===== src/rtl/multi_adder_with_flow_control.sv =====
// N-operand unsigned adder: per-lane 2-entry operand FIFOs joined into a registered 2-entry result FIFO.
// Handshake: a word transfers on any rising edge where valid & ready; valid never waits on ready, and in_rdy depends only on registers.
module multi_adder_with_flow_control #(
  parameter int n_inputs  = 2,
  parameter int width     = 8,
  parameter int out_width = width + $clog2(n_inputs),
  parameter bit saturate  = 1'b0
) (
  input  logic                        clk,
  input  logic                        rst,
  input  logic [n_inputs-1:0]         in_vld,
  output logic [n_inputs-1:0]         in_rdy,
  input  logic [n_inputs*width-1:0]   in_data,
  output logic                        sum_vld,
  input  logic                        sum_rdy,
  output logic [out_width-1:0]        sum_data,
  output logic                        sum_ovf
);

  localparam int full_w = width + $clog2(n_inputs);

  logic [n_inputs-1:0][1:0]            lane_cnt_q, lane_cnt_d;
  logic [n_inputs-1:0]                 lane_wp_q, lane_wp_d;
  logic [n_inputs-1:0]                 lane_rp_q, lane_rp_d;
  logic [n_inputs-1:0][1:0][width-1:0] lane_mem_q, lane_mem_d;

  logic [1:0]                          out_cnt_q, out_cnt_d;
  logic                                out_wp_q, out_wp_d;
  logic                                out_rp_q, out_rp_d;
  logic [1:0][out_width:0]             out_mem_q, out_mem_d;

  logic [n_inputs-1:0]                 head_vld;
  logic [n_inputs-1:0][width-1:0]      head_data;
  logic [n_inputs-1:0]                 lane_wr;
  logic                                fire;
  logic                                out_pop;
  logic [full_w-1:0]                   full_sum;
  logic [out_width-1:0]                result;
  logic                                ovf;

  always_comb begin
    in_rdy    = '0;
    head_vld  = '0;
    head_data = '0;
    lane_wr   = '0;
    for (int i = 0; i < n_inputs; i++) begin
      in_rdy[i]    = (lane_cnt_q[i] != 2'd2);
      head_vld[i]  = (lane_cnt_q[i] != 2'd0);
      head_data[i] = lane_mem_q[i][lane_rp_q[i]];
      lane_wr[i]   = in_vld[i] & in_rdy[i];
    end
    // Full-check uses the registered count only, so a pop this cycle frees room for next cycle's fire.
    fire    = (&head_vld) & (out_cnt_q != 2'd2);
    sum_vld = (out_cnt_q != 2'd0);
    out_pop = sum_vld & sum_rdy;
    {sum_ovf, sum_data} = sum_vld ? out_mem_q[out_rp_q] : '0;
  end

  always_comb begin
    full_sum = '0;
    for (int i = 0; i < n_inputs; i++) begin
      full_sum = full_sum + full_w'(head_data[i]);
    end
  end

  generate
    if (out_width < full_w) begin : g_narrow
      always_comb begin
        ovf = |full_sum[full_w-1:out_width];
        if (saturate && ovf) result = '1;
        else                 result = full_sum[out_width-1:0];
      end
    end else begin : g_full
      assign ovf    = 1'b0;
      assign result = full_sum[out_width-1:0];
    end
  endgenerate

  always_comb begin
    lane_cnt_d = lane_cnt_q;
    lane_wp_d  = lane_wp_q;
    lane_rp_d  = lane_rp_q;
    lane_mem_d = lane_mem_q;
    for (int i = 0; i < n_inputs; i++) begin
      if (lane_wr[i]) begin
        lane_mem_d[i][lane_wp_q[i]] = in_data[i*width +: width];
        lane_wp_d[i] = ~lane_wp_q[i];
      end
      if (fire) lane_rp_d[i] = ~lane_rp_q[i];
      case ({lane_wr[i], fire})
        2'b10:   lane_cnt_d[i] = lane_cnt_q[i] + 2'd1;
        2'b01:   lane_cnt_d[i] = lane_cnt_q[i] - 2'd1;
        default: lane_cnt_d[i] = lane_cnt_q[i];
      endcase
    end
  end

  always_comb begin
    out_cnt_d = out_cnt_q;
    out_wp_d  = out_wp_q;
    out_rp_d  = out_rp_q;
    out_mem_d = out_mem_q;
    if (fire) begin
      out_mem_d[out_wp_q] = {ovf, result};
      out_wp_d = ~out_wp_q;
    end
    if (out_pop) out_rp_d = ~out_rp_q;
    case ({fire, out_pop})
      2'b10:   out_cnt_d = out_cnt_q + 2'd1;
      2'b01:   out_cnt_d = out_cnt_q - 2'd1;
      default: out_cnt_d = out_cnt_q;
    endcase
  end

  always_ff @(posedge clk) begin
    if (rst) begin
      lane_cnt_q <= '0;
      lane_wp_q  <= '0;
      lane_rp_q  <= '0;
      out_cnt_q  <= '0;
      out_wp_q   <= 1'b0;
      out_rp_q   <= 1'b0;
    end else begin
      lane_cnt_q <= lane_cnt_d;
      lane_wp_q  <= lane_wp_d;
      lane_rp_q  <= lane_rp_d;
      out_cnt_q  <= out_cnt_d;
      out_wp_q   <= out_wp_d;
      out_rp_q   <= out_rp_d;
    end
  end

  // Storage is left uninitialised; counts alone decide what is valid.
  always_ff @(posedge clk) begin
    lane_mem_q <= lane_mem_d;
    out_mem_q  <= out_mem_d;
  end

endmodule

===== config.mk =====
export PLATFORM = sky130hd
export DESIGN_NAME = multi_adder_with_flow_control
export DESIGN_NICKNAME = d
export VERILOG_FILES = /design/src/rtl/multi_adder_with_flow_control.sv
export SDC_FILE = /design/constraint.sdc
export NUM_CORES = 1
export LEC_CHECK = 0
export BUFFER_PORTS_ARGS = -buffer_cell sky130_fd_sc_hd__buf_2
export CAP_MARGIN = 20
export CELL_PAD_IN_SITES_DETAIL_PLACEMENT = 0
export CELL_PAD_IN_SITES_GLOBAL_PLACEMENT = 1
export CORE_ASPECT_RATIO = 1.4
export CORE_MARGIN = 2
export CORE_UTILIZATION = 45
export CTS_CLUSTER_DIAMETER = 120
export DETAILED_ROUTE_END_ITERATION = 10
export HOLD_SLACK_MARGIN = 0.08
export PLACE_DENSITY_LB_ADDON = 0.1
export SYNTH_ARGS = -nofsm -noshare
export SYNTH_HDL_FRONTEND = slang
export SYNTH_SLANG_ARGS = --single-unit

===== constraint.sdc =====
create_clock -name clk -period 2.7 [get_ports clk]
set_clock_uncertainty 0.15 [all_clocks]
set_input_delay 0.27 -clock clk [delete_from_list [all_inputs] [get_ports clk]]
set_output_delay 0.27 -clock clk [all_outputs]
set_load 0.1 [all_outputs]

### After elaboration in Yosys (flattened, before gate mapping)

Index checks and enable logic that the tools add are counted.

| word-level totals | value |
|---|---|
| output and inout port bits | 13 |
| register bits after elaboration | 64 |

| operators by class | value |
|---|---|
| $lt $le $gt $ge | 9 |
| eq/ne operators | 9 |
| bitwise logic cells | 10 |
| muxes and demuxes | 19 |
| add/subtract/negate cells | 7 |
| reductions and logical operators | 10 |

Operator list:

| operator | count |
|---|---|
| $mux W8 | 6 |
| $mux W10 | 4 |
| $bwmux W16 | 2 |
| $bwmux W20 | 1 |
| $demux W8 S1 | 2 |
| $lt A1 B2 Y1 const B | 6 |
| $pmux W2 S2 | 3 |
| $reduce_bool A2 Y1 | 6 |
| $demux W10 S1 | 1 |
| $add A8 B8 Y9 | 1 |
| $add A2 B1 Y2 const B | 3 |
| $eq A2 B1 Y1 const B | 3 |
| $eq A2 B2 Y1 const B | 3 |
| $ne A2 B2 Y1 const B | 3 |
| $not A1 Y1 | 6 |
| $sub A2 B1 Y2 const B | 3 |
| $and A1 B1 Y1 | 4 |
| $ge A1 B1 Y1 const B | 3 |
| $logic_and A1 B1 Y1 | 3 |
| $reduce_and A2 Y1 | 1 |

### Logic depth before layout (Yosys ltp)

| depth | value |
|---|---|
| depth in word-level cells | 5 |
| gate-level depth with buffers | 8 |
| depth with buffers taken out | 7 |

### Worst setup path after synthesis

No wires, ideal clock.

| path | value |
|---|---|
| kind | reg-to-reg |
| from | reg lane_cnt_q[0] (netlist name) |
| to | reg lane_cnt_q[1] (netlist name) |
| cell stages (with the launch flop) | 6 |
| required time | 2.479 ns |
| arrival time | 2.250 ns |
| clock period less this slack | 2.471 ns |
| path slack | 0.229 ns |
| path buffers | 0 |
| setup time | 0.071 ns |
| path through | dfxtp_1 > nand2b_1 > nand2_1 > ha_1 > or3_1 > a21oi_1 |

RTL lines:

| item | line | text |
|---|---|---|
| from (decl) | 22 | `logic [n_inputs-1:0][1:0] lane_cnt_q, lane_cnt_d;` |
| from (signal assigned) | 124 | `lane_cnt_q <= lane_cnt_d;` |
| $ne A2 B2 Y1 (*) | 47 | `in_rdy[i] = (lane_cnt_q[i] != 2'd2);` |
| via in_rdy[0] | 12 | `output logic [n_inputs-1:0] in_rdy,` |
| $and A1 B1 Y1 (*) | 50 | `lane_wr[i] = in_vld[i] & in_rdy[i];` |
| $eq A2 B1 Y1 or $eq A2 B2 Y1 (tied branches) | 90 | `case ({lane_wr[i], fire})` |
| $pmux W2 S2 or $reduce_bool A2 Y1 (tied branches) | n/a |  |

Mark *: on every way through the listed nets, which the timed path passes. The rest lies on a longest branch.
A chain may end at the register's enable or synchronous reset.

### Final worst setup path

| path | value |
|---|---|
| from | reg lane_rp_q[0] |
| to | reg out_mem_q[8] (netlist name), data pin |

| between the ends | value |
|---|---|
| word-level cells in the longest chain between the ends | 4 |

Ends and longest elaborated chain:

| item | line | text |
|---|---|---|
| from (decl) | 24 | `logic [n_inputs-1:0] lane_rp_q, lane_rp_d;` |
| from (signal assigned) | 126 | `lane_rp_q <= lane_rp_d;` |
| $mux W8 (not written as such) (2 in a row) | 49 | `head_data[i] = lane_mem_q[i][lane_rp_q[i]];` |
| $add A8 B8 Y9 | 62 | `full_sum = full_sum + full_w'(head_data[i]);` |
| via full_sum[8] | 37 | `logic [full_w-1:0] full_sum;` |
| $bwmux W20 | 104 | `out_mem_d[out_wp_q] = {ovf, result};` |
| to (signal assigned) | 136 | `out_mem_q <= out_mem_d;` |
| to (decl) | 30 | `logic [1:0][out_width:0] out_mem_q, out_mem_d;` |

The timed path passes the listed nets, and every way through them passes these cells. The select of a mux whose other input is x is not followed.

==> summary.txt <==
Vias in the first global route: 1,680
Fill count: 492
Routed Antenna Nets: 0
Hold Vio Cnt, Final: 0
Hpwl dp: 3320 um
Area growth syn-to-layout: 21.3%
Largest net degree at the start of global routing: 13
Peak VDD IR: 0.463 mV
Mapped Area: 2760 um2
Net count, final: 285
Post-CTS setup buffers: 0
Longest Clk Path Bufs: 2
# resized after CTS: 0
Status: completed
Core footprint: 5900 um2
First-pass GRT wire length: 7560 um
Fmax: 397 MHz
Worst Path Max Fanout: 8
Num CTS Buffers: 9
Leakage: 0.00126 uW
#FFs+latches synth: 62
Initial Util: 46.8%
YS warnings: 0
Final worst path period share: 93.4%
Nature of the critical path endpoint: flip-flop
Max-slew violations: 0
I/O Pins: 34
Worst skew pair latency: 0.33 ns
PwrDens: 1160 nW/um2
Syn Area/Cell: 14.1 um2
Antenna cells: 0
Setup Crit Path Kind: reg -> reg
CTS root buf: clkbuf_8
Site Rows: 33
Met2 WL post-DR: 2420 um
Mapped Cells: 196
Setup_tns: 0 ns
Netlist cell types: 37
Relative slew margins: 54.6%
Input/output buffers: 32
DIE HEIGHT: 96.7 um
Synth Net Count: 229
Commonest non-fill, non-tap cell in the layout: edfxtp_1
Clk sink count: 62
Vias/cell: 4.94
Max layer used: met4
Tot GR Track Use: 14.6%
H-tree depth: 3
CP Data Required Time: 2.61 ns
Hold Path Class: in -> reg
Final min period: 2.52 ns
CTS tree: built
RSZ-0062 raised after global routing: no
Max Cap Viol: 0
Initial DRC Count: 68
Vias: 1,614
Data arrival time of the critical path: 2.43 ns
Endpoints failing setup: 0
Most frequent cells in the layout: edfxtp_1, buf_2, nor2_1
RD Place Congestion: 0.686
Metal-1 WL: 1730 um
Die width: 70.2 um
Slew @ Worst Pin: 0.679 ns
Die Area: 6790 um2
Number of remaining DRC errors: 0
Clock transition at path regs: 0.07 ns
WL/cell: 13.5 um
Antenna violations before repair: 0
Met3 routed WL: 147 um
Routed WL: 4410 um
Share of cells above drive strength 1: 28.0%
Iteration count of the initial detailed-routing pass: 4
Total gr overflow: 0
Worst hold slack: 0.108 ns
Type of origin of the critical path: flip-flop
Register area share after synthesis: 63.0%
where the power goes:
part | total, uW | switching, uW | internal (uW) | leakage, uW
sequential | 1470 | 112 | 1350 | 0.000561
combinational | 1680 | 1060 | 613 | 0.000612
clock | 753 | 336 | 417 | 0.0000863
sequential cells by signal, indices dropped and copies added, names as in the netlist:
name,cells
lane_cnt_q,4
out_wp_q,1
out_cnt_q,2
lane_rp_q,2
lane_mem_q,32
out_mem_q,18
lane_wp_q,2
out_rp_q,1
critical path, stage by stage, from the launching register on:
cell	delay, ns
dfxtp_1	0.51
mux2_2	0.38
ha_1	0.23
fa_1	0.41
a21oi_1	0.24
nor2_1	0.09
nor2_2	0.11
o21ai_0	0.13
synth_stat cells:
cell type | count | area share, %
nor2_2 | 1 | 0.23
edfxtp_1 | 50 | 54
a311o_1 | 1 | 0.36
inv_1 | 7 | 0.95
xor2_1 | 7 | 2.2
dfxtp_1 | 12 | 8.7
nor4_1 | 1 | 0.23
fa_1 | 1 | 0.72
ha_1 | 11 | 5.0
mux2i_1 | 10 | 3.6
nor3_1 | 1 | 0.18
clkbuf_1 | 2 | 0.27
xnor2_1 | 9 | 2.9
o22ai_1 | 1 | 0.23
and2_1 | 1 | 0.23
mux2_2 | 16 | 6.5
a31oi_1 | 1 | 0.23
a221oi_2 | 1 | 0.54
a2111oi_4 | 1 | 1.0
nor2_1 | 23 | 3.1
conb_1 | 1 | 0.14
a21oi_1 | 6 | 1.1
a21o_1 | 2 | 0.54
nand3_1 | 1 | 0.18
buf_2 | 3 | 0.54
and3_1 | 2 | 0.45
or3_1 | 3 | 0.68
a21oi_2 | 2 | 0.63
o21bai_1 | 1 | 0.27
nor3b_1 | 1 | 0.27
a21oi_4 | 1 | 0.59
nand2b_1 | 2 | 0.45
nand3_2 | 1 | 0.36
buf_4 | 1 | 0.27
nor2b_1 | 2 | 0.45
o21ai_0 | 5 | 0.91
nand2_1 | 5 | 0.68
final timing paths:
kind,start,endpoint,slack [ns],cells past startpoint
setup / recovery,lane_rp_q[0]$_SDFFE_PP0P_,out_mem_q[8]$_DFFE_PP_,0.18,7
hold / removal,rst,out_cnt_q[0]$_SDFFE_PP0P_,0.11,2
hold reg to reg,lane_cnt_q[3]$_SDFFE_PP0P_,lane_cnt_q[3]$_SDFFE_PP0P_,0.37,2
setup reg to reg,lane_rp_q[0]$_SDFFE_PP0P_,out_mem_q[8]$_DFFE_PP_,0.18,7
stage by stage:
step,power [uW],util [%],cells,instance area [um2],worst slack (ns)
3_5_place_dp,3160,50.9,295,3000,0.174
4_1_cts,3940,56.8,327,3350,0.164
5_1_grt,4160,56.8,327,3350,0.0165
6_report,3900,56.8,327,3350,0.179
3_3_place_gp,3080,50.9,295,3000,0.241
2_1_floorplan,2840,-,196,2760,0.229
kinds of logic (layout without fill, tap and decap cells):
kind of cell | Yosys count | count (layout) | share of synthesized area, %
buffers and inverters | 13 | 74 | 2.04
AND/OR/NAND/NOR | 44 | 44 | 7.51
XOR/XNOR | 16 | 16 | 5.07
adder cells (fa/ha/maj) | 12 | 12 | 5.70
flip-flops | 62 | 62 | 63.0
multiplexers | 26 | 26 | 10.1
AO/OA/AOI/OAI | 22 | 22 | 6.38
other | 1 | 1 | 0.136
final cells by class:
| type | instances | area (um2) | area share (%) |
|---|---|---|---|
| tap | 70 | 87.6 | 2.61 |
| inverter | 7 | 26.3 | 0.784 |
| clock inverter | 7 | 65.1 | 1.94 |
| sequential | 62 | 1740 | 51.9 |
| multi-input combinational | 121 | 966 | 28.8 |
| clock buffer | 9 | 124 | 3.69 |
| timing repair buffer | 51 | 343 | 10.2 |
what timing repair did:
action | CTS | global route
hold buffers | 16 | 0
endpoints found under the setup margin | 0 | 0
endpoints found under the hold margin | 32 | 0
layer usage:
layer,vias to the layer above,GRT usage (%)
met3,12,3.85
met2,36,26.6
li1,823,-
met4,0,7.54
met1,743,15.1
met5,-,0
Note: power is estimated with default switching activity, not from simulation.
